==> src/rtl/game_state_ctrl.sv <==
// Frame-rate game controller: IDLE/RUNNING/DEAD sequencing, scroll step and BCD score.
// Define GAME_HISCORE_EN to build the high-score register, BCD comparator and newHigh pulse.
//
// state   | meaning
// IDLE    | waiting for the first button rise, nothing scrolls
// RUNNING | scrolling, score and speed ramp advancing
// DEAD    | frozen after a collision, restart allowed once the hold time has elapsed
module game_state_ctrl #(
  parameter int DX_INIT           = 6,
  parameter int DX_MAX            = 20,
  parameter int SPEED_STEP_FRAMES = 600,
  parameter int SCORE_DIV         = 6,
  parameter int DEAD_HOLD_FRAMES  = 60
) (
  input  logic        FrameClk,
  input  logic        rst,
  input  logic        jumpBtn,
  input  logic        collision,
  output logic [1:0]  gameState,
  output logic [7:0]  scrollDx,
  output logic [15:0] score,
  output logic [15:0] hiScore,
  output logic        newHigh
);

  typedef enum logic [1:0] {
    IDLE    = 2'b00,
    RUNNING = 2'b01,
    DEAD    = 2'b10
  } gameStateT;

  if (DX_MAX >= 256 || DX_MAX < 0 || DX_INIT < 0 || DX_INIT > DX_MAX ||
      SPEED_STEP_FRAMES < 1 || SCORE_DIV < 1 || DEAD_HOLD_FRAMES < 1) begin : gBadParams
    $error("game_state_ctrl: illegal parameter set");
  end

  localparam logic [7:0]  DX_INIT_C   = 8'(DX_INIT);
  localparam logic [7:0]  DX_MAX_C    = 8'(DX_MAX);
  localparam logic [15:0] SCORE_LAST  = 16'(SCORE_DIV - 1);
  localparam logic [15:0] SPEED_LAST  = 16'(SPEED_STEP_FRAMES - 1);
  localparam logic [15:0] HOLD_C      = 16'(DEAD_HOLD_FRAMES);
  localparam logic [15:0] SCORE_SAT   = 16'h9999;

  gameStateT   state;
  logic        btnPrev;
  logic        btnRise;
  logic [15:0] scoreDiv;
  logic [15:0] speedCnt;
  logic [15:0] holdCnt;

  assign btnRise   = jumpBtn & ~btnPrev;
  assign gameState = state;

  function automatic logic [15:0] bcdInc(input logic [15:0] v);
    logic [15:0] r;
    logic        carry;
    r     = v;
    carry = 1'b1;
    for (int i = 0; i < 4; i++) begin
      if (carry) begin
        if (r[4*i +: 4] == 4'd9) begin
          r[4*i +: 4] = 4'd0;
        end else begin
          r[4*i +: 4] = r[4*i +: 4] + 4'd1;
          carry       = 1'b0;
        end
      end
    end
    return r;
  endfunction

  always_ff @(posedge FrameClk or negedge rst) begin
    if (!rst) begin
      state    <= IDLE;
      scrollDx <= '0;
      score    <= '0;
      btnPrev  <= 1'b0;
      scoreDiv <= '0;
      speedCnt <= '0;
      holdCnt  <= '0;
    end else begin
      btnPrev <= jumpBtn;
      case (state)
        IDLE: begin
          if (btnRise) begin
            state    <= RUNNING;
            score    <= '0;
            scrollDx <= DX_INIT_C;
            scoreDiv <= '0;
            speedCnt <= '0;
          end
        end
        RUNNING: begin
          if (collision) begin
            state    <= DEAD;
            scrollDx <= '0;
            holdCnt  <= '0;
          end else begin
            if (scoreDiv == SCORE_LAST) begin
              scoreDiv <= '0;
              if (score != SCORE_SAT) score <= bcdInc(score);
            end else begin
              scoreDiv <= scoreDiv + 16'd1;
            end
            if (speedCnt == SPEED_LAST) begin
              speedCnt <= '0;
              if (scrollDx < DX_MAX_C) scrollDx <= scrollDx + 8'd1;
            end else begin
              speedCnt <= speedCnt + 16'd1;
            end
          end
        end
        DEAD: begin
          scrollDx <= '0;
          // compare uses the pre-edge hold count, so a rise on the edge that saturates it is ignored
          if (btnRise && holdCnt == HOLD_C) begin
            state    <= RUNNING;
            score    <= '0;
            scrollDx <= DX_INIT_C;
            scoreDiv <= '0;
            speedCnt <= '0;
          end else if (holdCnt < HOLD_C) begin
            holdCnt <= holdCnt + 16'd1;
          end
        end
        default: begin
          state    <= IDLE;
          scrollDx <= '0;
        end
      endcase
    end
  end

`ifdef GAME_HISCORE_EN
  // valid packed BCD orders the same as its binary value, so a plain magnitude compare is digit-wise from the MSD
  always_ff @(posedge FrameClk or negedge rst) begin
    if (!rst) begin
      hiScore <= '0;
      newHigh <= 1'b0;
    end else begin
      newHigh <= 1'b0;
      if (state == RUNNING && collision && score > hiScore) begin
        hiScore <= score;
        newHigh <= 1'b1;
      end
    end
  end
`else
  assign hiScore = 16'h0000;
  assign newHigh = 1'b0;
`endif

endmodule
==> config.mk <==
export PLATFORM = sky130hd
export DESIGN_NAME = game_state_ctrl
export DESIGN_NICKNAME = d
export VERILOG_FILES = /design/src/rtl/game_state_ctrl.sv
export SDC_FILE = /design/constraint.sdc
export NUM_CORES = 1
export LEC_CHECK = 0
export CORE_MARGIN = 5
export CORE_UTILIZATION = 50
export CTS_CLUSTER_DIAMETER = 30
export DETAILED_ROUTE_END_ITERATION = 8
export PLACE_DENSITY_LB_ADDON = 0.08
export SYNTH_ARGS = -nofsm -noshare
export SYNTH_HDL_FRONTEND = slang
export SYNTH_SLANG_ARGS = --single-unit
==> constraint.sdc <==
create_clock -name FrameClk -period 6.9 [get_ports FrameClk]
set_clock_uncertainty 0.2 [all_clocks]
set_input_delay 0.69 -clock FrameClk [delete_from_list [all_inputs] [get_ports FrameClk]]
set_output_delay 0.69 -clock FrameClk [all_outputs]
set_load 0.02 [all_outputs]
==> results of run 1 <==
==> power by group <==
group,switching (µW),internal [µW]
Combinational,418,246
Sequential,75.6,492
Clock,176,132
==> worst max-delay path: stages <==
cell,delay (ns)
clkdlybuf4s50_1,0.61
o21ai_0,0.35
and4_1,0.29
a21oi_4,0.06
buf_4,0.27
or3_4,0.48
o41ai_1,0.32
==> area by class of cell <==
class	instances	area (µm²)
Clock buffer	9	124
Multi-Input combinational cell	337	2140
Sequential cell	75	1880
Tap cell	105	131
Inverter	20	75.1
Clock inverter	7	51.3
Fill cell	739	3560
Timing Repair Buffer	31	303
==> metal layers <==
layer / wire length (µm) / up-vias
li1: - / 1658
met1: 4310 / 1672
met2: 4210 / 85
met3: 439 / 6
met4: 87 / 0
met5: 0 / -
==> through the flow <==
step	hold slack [ns]	utilization (%)	worst slack [ns]	area, µm²
final	0.284	56.9	3.84	4700
after global routing	0.313	56.9	3.61	4700
after CTS	0.298	56.9	3.88	4700
after detailed placement	0.272	54.8	3.50	4530
after global placement	0.270	54.8	3.57	4530
after floorplan	0.194	-	4.45	4300
==> worst max path at each step <==
stage,start,end,slack (ns),cells past startpoint
after global placement,collision,score[4]$_DFFE_PN0P_,3.57,7
final,collision,score[7]$_DFFE_PN0P_,3.84,7
after floorplan,collision,score[6]$_DFFE_PN0P_,4.45,8
after global routing,collision,speedCnt[9]$_DFFE_PN0P_,3.61,6
after detailed placement,collision,score[15]$_DFFE_PN0P_,3.50,7
after CTS,collision,score[7]$_DFFE_PN0P_,3.88,7
==> synth_stat cells, types with 2 or more instances <==
cell type,number
mux2_4,4
inv_1,20
a41oi_1,2
dfrtp_1,75
nor2_1,30
or3_4,2
nand3_1,24
ha_1,14
o21ai_0,52
nor3_1,15
o41ai_1,9
or2_2,3
o41ai_2,2
buf_2,8
nand4_1,12
a21oi_1,10
o21a_1,2
nand2_1,33
nand3b_1,4
o31ai_1,13
and2_1,13
buf_4,18
and3_1,5
a31oi_1,3
or3_1,3
o211ai_1,2
clkbuf_1,8
mux2i_1,3
and4_1,5
nor4_1,10
a22o_1,4
nand2b_1,2
nor2b_1,9
a21o_1,4
==> state kept, by name, indices dropped and copies added (netlist names) <==
name       count
gameState      2
holdCnt       16
btnPrev        1
speedCnt      16
scoreDiv      16
score         16
scrollDx       8
==> cells by family after synthesis <==
logic type | Yosys count | synth area share [%]
and+or+nand+nor | 182 | 23.9
AOI/OAI and AO/OA | 114 | 17.9
DFF | 75 | 44.2
adders and majority gates | 14 | 4.13
xor gates and xnor gates | 2 | 0.413
muxes | 8 | 2.39
other | 1 | 0.0884
buffers and inverters | 56 | 6.96
==> results.yml, run 1 <==
run_status:
  outcome: "complete, no violations"
critical_path:
  rrSetupSlack_ns: 4.33
  cp-start-kind: "input port"
  crit_arrival_ns: 3.10
  critical_path_required_ns: 6.94
  critical_path_class: "input port to flop"
  r2r_cells: 5
  cp_max_fo: 49
  cp-end-kind: "flop"
  worstReg2RegEnd: "score[7]$_DFFE_PN0P_"
  timing.rr.start: "scoreDiv[11]$_DFFE_PN0P_"
grt:
  grt_pass1_vias: 3315
  grtUsageMet2_pct: 29.3
  antenna_found_initial: 0
  grt_max_degree: 76
  met3_usage_pct: 3.89
  top_usage_layer: "met2"
  gr-total-overflow: 0
  grt_pass1_wl_um: 15900
  use_met1_pct: 26.4
  grtUsageTotal_pct: 18.6
cells_and_area:
  area_delta_synth_final_pct: 10.9
  layout.nets: 492
  final_cell_mix: "75 x dfrtp_1, 52 x o21ai_0, 33 x nand2_1, 30 x nor2_1, 28 x clkdlybuf4s50_1"
  final_common_cell: "dfrtp_1"
  antenna_cells: 0
  finalNonFillerCells: 584
  drive_above_1_share_pct: 8.56
clocking:
  cts_resized: 0
  htree_levels: 3
  cts.sinks: 75
  cts_tree: "done"
  clock-root-buffer: "clkbuf_8"
  clockBufferDepth: 2
  clk_latency_ns: 0.34
  cts_hold_buffers: 0
  clk_pin_slew_ns: 0.09
  cts_buffers: 9
  post_cts_buffers: 0
floorplanning:
  die-area_um2: 10400
  die_h_um: 102
  die_x_um: 102
  core_um2: 8260
  num_io_pins: 47
  row_count: 33
  start_util_pct: 51.4
sta:
  fin_crit_sh_pct: 44.3
  max_slew_margin_pct: 36.9
  drv_slew: 0
  final-setup-viol-count: 0
  rsz0062_at_grt: "no"
  tns_ns: 0
  hold_viol_final: 0
  min_period_ns: 3.06
  worstMarginPinSlew_ns: 0.947
  max_freq_mhz: 327
routing:
  firstDrtPassIters: 4
  routed_wl_um: 9050
  drtIter0Drc: 143
  drc_errors: 0
  wl_per_cell_um: 15.5
  final_antenna_net_count: 0
  routed_via_density: 5.86
  vias: 3421
run:
  drv_cap: 0
hold_path:
  min_path_type: "input port to asynchronous set/reset pin"
synth:
  async_reset_ff_share_pct: 100
  syn-mean-instance-area_um2: 9.38
  synthCells: 452
  yosysUniqueCellTypes: 63
  synth.top_cell.area_share_pct: 44.2
  ys_ff_latch: 75
  synth.area.top_cells: "dfrtp_1 44%, o21ai_0 6.1%, ha_1 4.1%, buf_4 3.2%, nand2_1 2.9%"
  synth_edf_count: 0
  yosysSeqAreaShare_pct: 44.2
  yosys.area.top_type: "dfrtp_1"
  ys_warn_count: 0
  synthFlopType: "dfrtp_1"
  synth_area_um2: 4240
placement:
  routabilityCongestion: 0.822
  dpl.hpwl_um: 6060
  dpl.cell_count: 568
  port_buffers: 29
pwr:
  ir_drop_v: 0.000265
  fin_total_pwr_uw: 1540
  p_leak_uw: 0.00202
  p_per_area_nw_per_um2: 328
No activity file was read; power rests on OpenSTA's default activity.
==> run 2: changes to the inputs <==
- clock period: 6.9 -> 2.65 ns (I/O delays scaled with it)
==> results.yml, run 2 (same netlist as run 1, synthesis figures left out) <==
grt:
  grt_max_degree: 47
  use_met1_pct: 26.1
  top_usage_layer: "met2"
  grtUsageMet2_pct: 30.1
  grt_pass1_vias: 3374
  grtUsageTotal_pct: 19.1
  gr-total-overflow: 0
  met3_usage_pct: 4.57
  antenna_found_initial: 0
  grt_pass1_wl_um: 15800
placement:
  dpl-instance-area_um2: 4630
  dpl.hpwl_um: 6530
  port_buffers: 29
  routabilityCongestion: 0.829
floorplanning:
  row_count: 33
  die_x_um: 102
  die_h_um: 102
  start_util_pct: 51.4
  num_io_pins: 47
  core_um2: 8260
  die-area_um2: 10400
pwr:
  p_clk_share_pct: 21.7
  p_per_area_nw_per_um2: 874
  switching_share_pct: 40.8
  p_comb_share_pct: 43.8
  power.net_switching_uw: 1730
  p_seq_share_pct: 34.4
  ir_drop_v: 0.000583
  p_leak_uw: 0.00210
  internal_power_uw: 2510
clocking:
  cts.sinks: 75
  cts_hold_buffers: 1
  clockBufferDepth: 2
  cts_resized: 0
  cts_buffers: 9
  htree_levels: 3
  post_cts_buffers: 0
  cts_tree: "done"
  clock-root-buffer: "clkbuf_8"
  clk_latency_ns: 0.35
  clk_pin_slew_ns: 0.07
sta:
  max_freq_mhz: 428
  hold_viol_final: 0
  max_slew_margin_pct: 56.6
  final-setup-viol-count: 0
  worstMarginPinSlew_ns: 0.646
  fin_crit_sh_pct: 88.2
  drv_slew: 0
  rsz0062_at_grt: "no"
  worst_hold_slack_ns: 0.174
  tns_ns: 0
  min_period_ns: 2.34
run:
  drv_cap: 0
critical_path:
  crit_path_cell_trace: "or4b_1, or4_4, nand2_8, or3_4, mux2_4"
  critical_path_class: "flop to flop"
  worstReg2RegEnd: "score[5]$_DFFE_PN0P_"
  cp_max_fo: 10
  crit_start: "score[14]$_DFFE_PN0P_"
  cp-start-kind: "flop"
  worst-path-buf-inv: 0
  crit_path_max_incr_delay_ns: 0.52
  slowest_stage: "or4b_1"
  r2r_cells: 5
  cp-end-kind: "flop"
  path_depth: 5
  crit_arrival_ns: 2.37
  crit_end: "score[5]$_DFFE_PN0P_"
  critical_path_required_ns: 2.68
  crit_family: "simple AND/OR/NAND/NOR gates"
  timing.rr.start: "score[14]$_DFFE_PN0P_"
  rrSetupSlack_ns: 0.31
cells_and_area:
  final_area_um2: 4840
  final_common_cell: "dfrtp_1"
  layout.nets: 505
  final_cell_mix: "75 x dfrtp_1, 52 x o21ai_0, 33 x nand2_1, 30 x nor2_1, 28 x clkdlybuf4s50_1"
  antenna_cells: 0
  area_delta_synth_final_pct: 14.2
  drive_above_1_share_pct: 10.4
run_status:
  outcome: "complete, no violations"
hold_path:
  min_path_type: "input port to flop"
  hold_depth: 1
routing:
  wl_per_cell_um: 15.7
  routed_wl_um: 9350
  firstDrtPassIters: 4
  drc_errors: 0
  routed_via_density: 5.77
  final_antenna_net_count: 0
  drtIter0Drc: 139
  vias: 3446
-- run 2: worst min-delay path by stage --
stage | startpoint | endpoint | slack [ns]
after CTS | jumpBtn | btnPrev$_DFF_PN0_ | 0.16
after global routing | jumpBtn | btnPrev$_DFF_PN0_ | 0.17
after detailed placement | rst | speedCnt[8]$_DFFE_PN0P_ | 0.13
final | jumpBtn | btnPrev$_DFF_PN0_ | 0.17
after global placement | rst | speedCnt[8]$_DFFE_PN0P_ | 0.12
after floorplan | rst | btnPrev$_DFF_PN0_ | -0.23
-- run 2: worst register-to-register path, cell delays in order, from the launching register on --
cell and delay, ns:
dfrtp_1 0.45, or4b_1 0.52, or4_4 0.48, nand2_8 0.13, or3_4 0.16, mux2_4 0.30
-- run 2: final cells by class --
| class | count | area, µm² |
|---|---|---|
| fillers | 737 | 3410 |
| multi-input cells | 337 | 2140 |
| flip-flops and latches | 75 | 1880 |
| repair buffers | 44 | 415 |
| clock buffers | 13 | 159 |
| well taps | 105 | 131 |
| inverters | 20 | 75.1 |
| clock inverters | 3 | 46.3 |
-- run 2: per-stage QoR --
stage | worst slack, ns | total power (µW) | cells | utilization [%]
after global placement | 0.186 | 3290 | 580 | 56.1
after CTS | 0.299 | 4270 | 597 | 58.7
after detailed placement | 0.136 | 3330 | 580 | 56.1
final | 0.313 | 4230 | 597 | 58.7
after global routing | 0.0790 | 4550 | 597 | 58.7
after floorplan | 0.288 | 2730 | 468 | -
-- run 2: power groups by stage --
| stage | combinational (µW) | clock (µW) | sequential, µW |
|---|---|---|---|
| after floorplan | 1190 | 0 | 1540 |
| final | 1860 | 920 | 1460 |
| after global routing | 2070 | 992 | 1490 |
| after detailed placement | 1850 | 0 | 1480 |
| after CTS | 1860 | 948 | 1460 |
| after global placement | 1820 | 0 | 1470 |
-- run 2: per-layer routing --
metal | vias up | share of wire, %
met1 | 1688 | 49
li1 | 1683 | -
met5 | - | 0
met2 | 64 | 46
met3 | 11 | 4.2
met4 | 0 | 1.3
==> run 3: changes to the inputs <==
- PLACE_DENSITY: not set -> 0.75
- PLACE_DENSITY_LB_ADDON: 0.08 -> not set
==> results.yml, run 3 (same netlist as run 1, synthesis figures left out) <==
floorplanning:
  core_um2: 8260
  die_h_um: 102
  start_util_pct: 51.4
  die_x_um: 102
  num_io_pins: 47
  die-area_um2: 10400
  row_count: 33
clocking:
  cts.sinks: 75
  clockBufferDepth: 2
  clk_pin_slew_ns: 0.08
  cts_tree: "done"
  cts_buffers: 9
  htree_levels: 3
  clock-root-buffer: "clkbuf_8"
  cts_resized: 0
  clk_latency_ns: 0.35
run_status:
  outcome: "complete, no violations"
grt:
  gr-total-overflow: 0
  antenna_found_initial: 0
  grtUsageTotal_pct: 18.1
  grt_pass1_wl_um: 15300
  grt_max_degree: 76
  grt_pass1_vias: 3218
cells_and_area:
  layout.nets: 503
  antenna_cells: 0
  final_area_um2: 4830
  final_common_cell: "dfrtp_1"
  area_delta_synth_final_pct: 13.8
  final_cell_mix: "75 x dfrtp_1, 52 x o21ai_0, 33 x nand2_1, 30 x nor2_1, 28 x clkdlybuf4s50_1"
  drive_above_1_share_pct: 10.4
routing:
  drtIter0Drc: 174
  drc_errors: 0
  routed_via_density: 5.76
  final_antenna_net_count: 0
  firstDrtPassIters: 5
  routed_wl_um: 8950
  vias: 3426
  wl_per_cell_um: 15.0
critical_path:
  critical_path_required_ns: 2.69
  cp-start-kind: "flop"
  crit_arrival_ns: 2.42
  critical_path_class: "flop to flop"
  cp_max_fo: 6
  cp-end-kind: "flop"
  rrSetupSlack_ns: 0.27
sta:
  hold_viol_final: 0
  final-setup-viol-count: 0
  rsz0062_at_grt: "no"
  max_slew_margin_pct: 38.0
  min_period_ns: 2.38
  worstMarginPinSlew_ns: 0.930
  max_freq_mhz: 420
  fin_crit_sh_pct: 89.9
  drv_slew: 0
  tns_ns: 0
pwr:
  ir_drop_v: 0.000459
  p_per_area_nw_per_um2: 880
  p_leak_uw: 0.00209
placement:
  dpl.hpwl_um: 6230
  port_buffers: 29
  routabilityCongestion: 0.841
  dpl-instance-area_um2: 4600
run:
  drv_cap: 0
hold_path:
  min_path_type: "input port to flop"
==> run 3: changes by cell type in the layout (fill, tap and decap cells not counted), sizes merged <==
cell and delta:
clkinv +1, clkbuf -4, buf -2, bufinv +1, clkinvlp +2
==> run 3: repair_timing <==
| item | 4_1_cts | 5_1_grt |
|---|---|---|
| hold endpoints to repair | 75 | 0 |
| hold buffers | 1 | 0 |
| buffers inserted | 0 | 0 |
| setup endpoints to repair | 0 | 0 |
==> run 3: cell type report <==
type | count | area, µm²
Timing Repair Buffer | 42 | 388
Clock buffer | 9 | 124
Clock inverter | 7 | 92.6
Fill cell | 717 | 3430
Sequential cell | 75 | 1880
Multi-Input combinational cell | 337 | 2140
Tap cell | 105 | 131
Inverter | 20 | 75.1
==> run 3: routing by layer <==
metal / share of wire [%] / GRT usage, % / vias to the layer above
li1: - / - / 1685
met1: 48 / 25.5 / 1662
met2: 48 / 27.9 / 71
met3: 3.8 / 3.41 / 8
met4: 0.77 / 7.06 / 0
met5: 0 / 0 / -
==> run 3: critical path, cell delays in order (launching register included) <==
cell and delay (ns):
dfrtp_1 0.37, nor4_1 0.45, and4_1 0.36, a21oi_4 0.11, or3_4 0.43, o41ai_1 0.34
==> run 3: final timing paths <==
kind                                               start                        to  depth (start not counted)
worst max-delay path              holdCnt[6]$_DFFE_PN0P_      score[7]$_DFFE_PN0P_                          5
worst min-delay path                             jumpBtn         btnPrev$_DFF_PN0_                          1
worst max register to register    holdCnt[6]$_DFFE_PN0P_      score[7]$_DFFE_PN0P_                          5
worst min register to register  scoreDiv[15]$_DFFE_PN0P_  scoreDiv[15]$_DFFE_PN0P_                          1
max in group asynchronous                            rst   holdCnt[15]$_DFFE_PN0P_                          2
min in group asynchronous                            rst  scoreDiv[12]$_DFFE_PN0P_                          2
==> run 3: power breakdown <==
part,leakage (µW),switching (µW),internal (µW)
registers,0.00103,179,1280
clock network,0.000101,437,526
logic,0.000962,1110,718
total,0.00209,1720,2520
==> run 3: through the flow <==
step	util (%)	worst slack (ns)	std cells	power, µW	hold slack (ns)
2_1_floorplan	-	0.288	468	2730	-0.231
3_3_place_gp	55.7	0.187	578	3240	0.271
3_5_place_dp	55.7	0.115	578	3290	0.271
4_1_cts	58.5	0.291	595	4260	0.156
5_1_grt	58.5	0.170	595	4530	0.166
6_report	58.5	0.268	595	4250	0.168
